==> config.mk <==
export PLATFORM = sky130hd
export DESIGN_NAME = event_order_serializer
export DESIGN_NICKNAME = d
export VERILOG_FILES = /design/src/rtl/event_order_serializer.sv
export SDC_FILE = /design/constraint.sdc
export NUM_CORES = 1
export LEC_CHECK = 0
export CAP_MARGIN = 15
export CORE_UTILIZATION = 42
export CTS_CLUSTER_SIZE = 25
export DETAILED_ROUTE_END_ITERATION = 6
export GPL_TIMING_DRIVEN = 0
export PLACE_DENSITY = 0.61
export SLEW_MARGIN = 20
export SYNTH_ARGS = -nofsm -noshare
export SYNTH_HDL_FRONTEND = slang
export SYNTH_SLANG_ARGS = --single-unit
==> constraint.sdc <==
create_clock -name clk -period 11.4 [get_ports clk]
set_input_delay 3.42 -clock clk [delete_from_list [all_inputs] [get_ports clk]]
set_output_delay 3.42 -clock clk [all_outputs]
set_load 0.05 [all_outputs]
==> src/rtl/event_order_serializer.sv <==
// Two-source event serializer: stamps strobes with a free-running timestamp and emits oldest-first.
// Define SRC2_DEFER_EN to give source 1 priority on equal timestamps (default: source 2 wins ties).
module event_order_serializer #(
  parameter int unsigned TS_W  = 16,
  parameter int unsigned DEPTH = 4
) (
  input  logic            clk,
  input  logic            rstn,
  input  logic            s1_vld,
  input  logic            s2_vld,
  output logic            s1_full,
  output logic            s2_full,
  output logic            m_vld,
  input  logic            m_rdy,
  output logic            m_src,
  output logic [TS_W-1:0] m_ts,
  output logic            ovf,
  output logic [TS_W-1:0] ts_now
);

  localparam int unsigned AW = $clog2(DEPTH);
  localparam int unsigned CW = AW + 1;
  localparam logic [CW-1:0] FULL_CNT = CW'(DEPTH);

  logic [TS_W-1:0] mem1 [DEPTH];
  logic [TS_W-1:0] mem2 [DEPTH];
  logic [AW-1:0]   wp1, rp1, wp2, rp2;
  logic [CW-1:0]   cnt1, cnt2;

  logic            v1, v2, pick1, load;
  logic            pop1, pop2, wr1, wr2, drop1, drop2;
  logic [TS_W-1:0] head1, head2;

  // a is older than b when b-a (mod 2^TS_W) is non-zero and in the lower half-range
  function automatic logic older(input logic [TS_W-1:0] a, input logic [TS_W-1:0] b);
    logic [TS_W-1:0] d;
    d = b - a;
    return (d != '0) && !d[TS_W-1];
  endfunction

  assign head1   = mem1[rp1];
  assign head2   = mem2[rp2];
  assign s1_full = (cnt1 == FULL_CNT);
  assign s2_full = (cnt2 == FULL_CNT);

  always_comb begin
    v1    = (cnt1 != '0);
    v2    = (cnt2 != '0);
    load  = !m_vld || m_rdy;
    pick1 = v1;
    if (v1 && v2) begin
`ifdef SRC2_DEFER_EN
      pick1 = !older(head2, head1);
`else
      pick1 = older(head1, head2);
`endif
    end
    pop1  = load && v1 && pick1;
    pop2  = load && v2 && !pick1;
    // a full FIFO still accepts when the same edge frees a slot
    wr1   = s1_vld && ((cnt1 != FULL_CNT) || pop1);
    wr2   = s2_vld && ((cnt2 != FULL_CNT) || pop2);
    drop1 = s1_vld && !wr1;
    drop2 = s2_vld && !wr2;
  end

  always_ff @(posedge clk) begin
    if (wr1) mem1[wp1] <= ts_now;
    if (wr2) mem2[wp2] <= ts_now;
  end

  always_ff @(posedge clk or negedge rstn) begin
    if (!rstn) begin
      ts_now <= '0;
      wp1    <= '0;
      rp1    <= '0;
      wp2    <= '0;
      rp2    <= '0;
      cnt1   <= '0;
      cnt2   <= '0;
      ovf    <= 1'b0;
      m_vld  <= 1'b0;
      m_src  <= 1'b0;
      m_ts   <= '0;
    end else begin
      ts_now <= ts_now + TS_W'(1);
      if (wr1)  wp1 <= wp1 + AW'(1);
      if (pop1) rp1 <= rp1 + AW'(1);
      if (wr2)  wp2 <= wp2 + AW'(1);
      if (pop2) rp2 <= rp2 + AW'(1);
      cnt1 <= cnt1 + CW'(wr1) - CW'(pop1);
      cnt2 <= cnt2 + CW'(wr2) - CW'(pop2);
      if (drop1 || drop2) ovf <= 1'b1;
      if (load) begin
        m_vld <= v1 || v2;
        if (v1 || v2) begin
          m_src <= !pick1;
          m_ts  <= pick1 ? head1 : head2;
        end
      end
    end
  end

endmodule

* Word level (Yosys, flattened, before mapping)
Memories as Yosys holds them, arrays and structs flattened.
Cells that the tools add are included.
** Operators by class
- Add/subtract/negate cells :: 10
- $mul :: 0
- Div/mod/pow operators :: 0
- Magnitude comparators :: 0
- Eq/ne operators :: 4
- Shift-type cells :: 0
- Muxes and demuxes :: 6
- Bitwise operators :: 0
- Reductions and logical operators :: 24
** Operators by type and width (number)
- 16-bit by 1-bit adder with 16-bit output (second input constant) :: 1
- 16-bit two-way mux :: 1
- 16-bit nonzero test :: 1
- 16-bit subtractor :: 1
- 1-bit logical AND :: 10
- 2-bit by 1-bit adder with 2-bit output (second input constant) :: 4
- 3-bit by 1-bit adder with 3-bit output :: 2
- 3-bit equality test (second input constant) :: 2
- 3-bit != test (second input constant) :: 2
- 3-bit nonzero test :: 2
- 3-bit by 1-bit subtractor with 3-bit output :: 2
- 1-bit zero test :: 5
- 1-bit logical OR :: 5
- 1-bit two-way mux :: 5
- 2-bit AND reduction :: 1
** Word-level totals
- Bits in registers :: 49
- Bits in latches :: 0
- RAM bits :: 128
- Memory bits (read-only) :: 0
- Word-level logic and storage cells :: 57
- Memories :: 2
** Memory list
- mem1 :: depth 4, bits a word 16, read ports 1, clocked after Yosys merged registers in 0, wr ports 1, RTL line 25 : logic [TS_W-1:0] mem1 [DEPTH];
- mem2 :: depth 4, bits a word 16, read ports 1, clocked after Yosys merged registers in 0, wr ports 1, RTL line 26 : logic [TS_W-1:0] mem2 [DEPTH];

* Logic depth before layout (Yosys ltp)
An unclocked memory read counts as a cell.
- Depth after elaboration :: 12
- Gate-level depth with buffers :: 20
- Gate-level depth less buffers :: 18

* Worst setup path after synthesis
No wires, ideal clock.
- Path type :: register to output
- Start point :: reg cnt2[1]
- End point :: out s2_full
- Arrival time :: 1.849 ns
- Data required time :: 7.980 ns
- Path slack :: 6.131 ns
- Stages on the path, launching flop included :: 2
- Buffers on the path :: 0
- Cell sequence :: dfrtp_1 > nor3b_1
** Between the ends
- Cells in the longest elaborated chain, start to end :: 1
** RTL lines
- start, declared :: RTL line 28 : logic [CW-1:0] cnt1, cnt2;
- start signal, assigned :: RTL line 92 : cnt2 <= cnt2 + CW'(wr2) - CW'(pop2);
- 3-bit equality test :: RTL line 44 : assign s2_full = (cnt2 == FULL_CNT);
- end, declared :: RTL line 12 : output logic s2_full,
Every way passes these cells.

* Worst setup path after layout
- Start point :: reg rp2[0]
- End point :: mem mem2[2][8], enable pin
** Between the ends
- Cells in the longest elaborated chain, start to end :: 11
- Elaborated cells between the ends (all ways) :: 12
- Classes of those cells :: add/sub: 1; mux: 3; reduce/logical: 7; memory: 1
** RTL lines
- start, declared :: RTL line 27 : logic [AW-1:0] wp1, rp1, wp2, rp2;
- start signal, assigned :: RTL line 90 : if (pop2) rp2 <= rp2 + AW'(1);
- memory read 4 x 16 bit *
- 16-bit subtractor * :: RTL line 37 : d = b - a;
- 16-bit nonzero test / 1-bit zero test (equally long branches) :: RTL line 38 : return (d != '0) && !d[TS_W-1];
- 1-bit logical AND * :: RTL line 38
- 1-bit two-way mux * :: RTL line 51 : if (v1 && v2) begin
- 1-bit zero test * :: RTL line 59 : pop2 = load && v2 && !pick1;
- 1-bit logical AND * :: RTL line 59
- 1-bit logical OR * :: RTL line 62 : wr2 = s2_vld && ((cnt2 != FULL_CNT) || pop2);
- 1-bit logical AND * :: RTL line 62
- 1-bit two-way mux * :: RTL line 69 : if (wr2) mem2[wp2] <= ts_now;
- 1-bit two-way mux (not written as such) * :: RTL line 69
- end, declared :: RTL line 26
Every way passes the cells marked *; elsewhere a longest branch is shown, timed or not.

==> results.md <==
- Status: finished clean
- Vias per cell: 5.37
- Initial antenna violation count: 0
- Vias: 4,767
- Largest net degree at the start of global routing: 50
- Final HPWL from detailed placement: ~13,000 um
- Fraction of layout cells with a size suffix above 1: roughly 18%
- GRT Util Overall: approximately a fifth
- Xor/xnor share of the synthesized area: 3.00%
- WP buf/inv: 3
- Crit path time final: 5.87 ns
- Worst slew margin: approximately two fifths
- Core ar.: approximately 19,000 um2
- Maxcap violations: 0
- DR WL/cell: approximately 20 um
- Syn Nets: roughly 590
- Horiz. Die Dim: 141 um
- Gr ovfl total: 0
- Final Slew Violations: 0
- Die H: around 140 um
- Synth Area in Adders: ~4.7%
- DP Worst Slack: between 5 and 6 ns
- Clock-pin slew on the worst setup and hold paths: around 0.07 ns
- Critical path fanouts, max: 16
- Commonest non-fill, non-tap cells in the layout: 128 x edfxtp_1, 49 x dfrtp_1, 40 x nand2_1, 39 x clkdlybuf4s50_1, 36 x inv_1
- Final setup TNS: 0 ns
- Post-CTS Resized: 0
- PortBufs: 40
- Crit Path Class: register to register
- Compound-Gate Fraction of Synth Area: 8.92%
- Area grow syn2layout: 15.8%
- Post-synth EDFFs: roughly 130
- Slew @ Worst Pin: between 0.9 and 1 ns
- Seq/Total Area, Yosys: between 60% and 70%
- Met3 Wirelength: around 840 um
- CTS Root Cell: clkbuf_16
- Wire length of the first global-routing pass: between 20,000 and 30,000 um
- Avg Cell Area, Syn: roughly 15 um2
- Gpl congestion: between 0.9 and 1
- Simple-gate share of the synthesized area: just over 9%
- DRC viols: 0
- Synth Cell Area: 8170 um2
- Post-synth top flop: edfxtp_1
- CTS tree: done
- Post-synthesis mux area share: approximately 9.1%
- Met2 WL post-DR: about 8600 um
- Post-CTS repair timing setup buffer count: 0
- Final setup margin: ~5.5 ns
- Antenna violation net count after detailed routing: 0
- Crit end category: register
- Unrepaired setup endpoints after global routing: no
- Synth warn: 0
- Commonest non-fill, non-tap cell in the layout: edfxtp_1
- WP data arrival: approximately 6 ns
- Netlist cell types: 73
- Fmax achieved: between 150 and 200 MHz
- Nets: roughly 650
- Worst hold path class: register to register
- Hold_buf cts: 0
- Ys async rst share: between 20% and 30%
- Tcrit/Tclk final: around half
- CP Cell Sequence: buf_2 -> buf_1 -> mux4_2 -> inv_1 -> ha_1 -> fa_1 -> and2b_1 -> o2111ai_1 -> a21oi_1 -> a211o_1 -> a222oi_1 -> and4_1 -> o31ai_4 -> a21oi_4 -> and2_1
- Synth Register Bits: between 150 and 200
- Final Hold Viols: 0
- Max incr delay on CP: approximately 0.75 ns
- # diodes: 0
- FF-to-FF setup slack: ~5.5 ns
- Largest family of logic cells by synthesized area: simple AND/OR/NAND/NOR gates
- Highest Signal Layer: met4
- Worst setup SP type: register
- Sink Count: about 180
- Metal1 wirelength: a little under 8000 um
- Final setup violating endpoints: 0
- Worst Path Required: roughly 11 ns
- Clock Skews: 0.0204 ns
- Pre-antenna DRT Iters: 4
- Top Ports: between 40 and 50
- Clock Tree Buf Depth: 2
- Clk_lat worst skew: 0.42 ns
- H-tree levels: 4
- DR iter-0 viols: roughly 310
- Vias in the first global route: around 5,000
- Cell row count: 50
- Slowest CP cell: and2_1
- Mapped Cells: roughly 560
- Die Area: 20,000 um2
- Total wire length: about 18,000 um
- CP delay by family, top: compound AO/OA/AOI/OAI gates
- Cts bufs inserted: 17
- Initial Util: between 40% and 50%
==> kinds of logic after synthesis <==
logic type               after synthesis
AO/OA/AOI/OAI                         87
multiplexers                          34
XOR/XNOR                              28
flip-flops                           177
adder cells (fa/ha/maj)               29
AND/OR/NAND/NOR                      144
buffers and inverters                 56
==> worst min-delay path, cell delays in order, from the launching register on <==
cell and delay, ns:
dfrtp_1 0.35, a31oi_1 0.04, o21ai_0 0.06
==> cells in the mapped netlist, drive strengths merged (7+ instances only) <==
library cell | number | share of area (%)
and2 | 9 | 0.72
edfxtp | 128 | 47
buf | 13 | 1.0
nand3 | 9 | 0.55
xor2 | 9 | 0.97
nand2 | 49 | 2.5
a21oi | 16 | 1.4
o21ai | 9 | 0.60
nor3 | 9 | 0.67
clkbuf | 7 | 0.32
mux4 | 32 | 8.8
ha | 26 | 4.0
a31oi | 21 | 2.3
inv | 36 | 1.7
dfrtp | 49 | 15
xnor2 | 19 | 2.0
nor2 | 28 | 1.4
and3 | 12 | 0.92
==> per-stage QoR <==
step	utilization [%]	area, um2	hold slack (ns)	instances
floorplan	-	8170	0.474	555
global placement	47.1	8890	0.464	855
detailed placement	47.1	8890	0.476	855
CTS	50.0	9450	0.498	887
global route	50.1	9460	0.555	887
finish	50.1	9460	0.491	887
==> final timing paths <==
| check | cells after the start | startpoint | end |
|---|---|---|---|
| max | 15 | rp2[0] | mem2[2][8] |
| min | 2 | ovf | ovf |
| max reg2reg | 15 | rp2[0] | mem2[2][8] |
| min reg2reg | 2 | ovf | ovf |
| max in group asynchronous | 1 | rstn | m_ts[8] |
| min in group asynchronous | 1 | rstn | ts_now[4] |
==> sequential cells by signal (all words and copies together) (netlist names), 2 cells and up <==
register / count
cnt1: 3
rp1: 2
wp2: 2
mem1: 64
wp1: 2
rp2: 2
m_ts: 16
cnt2: 3
ts_now: 16
mem2: 64
==> per-layer routing <==
metal  GRT usage [%]  vias up
met5               0        -
met4            8.66        0
met3            3.85       18
met2            30.8       88
met1            25.8     2437
li1                -     2224
==> cell type report <==
cell class | instances | area, um2
Fill cell | 1648 | 9430
Sequential cell | 177 | 5070
Multi-Input combinational cell | 322 | 2860
Clock buffer | 22 | 464
Timing Repair Buffer | 40 | 398
Tap cell | 260 | 325
Inverter | 36 | 135
Buffer | 20 | 111
Clock inverter | 10 | 98.8
Power is not shown: default switching activity piles up to over one toggle a cycle in this logic, so the estimate is an artifact.
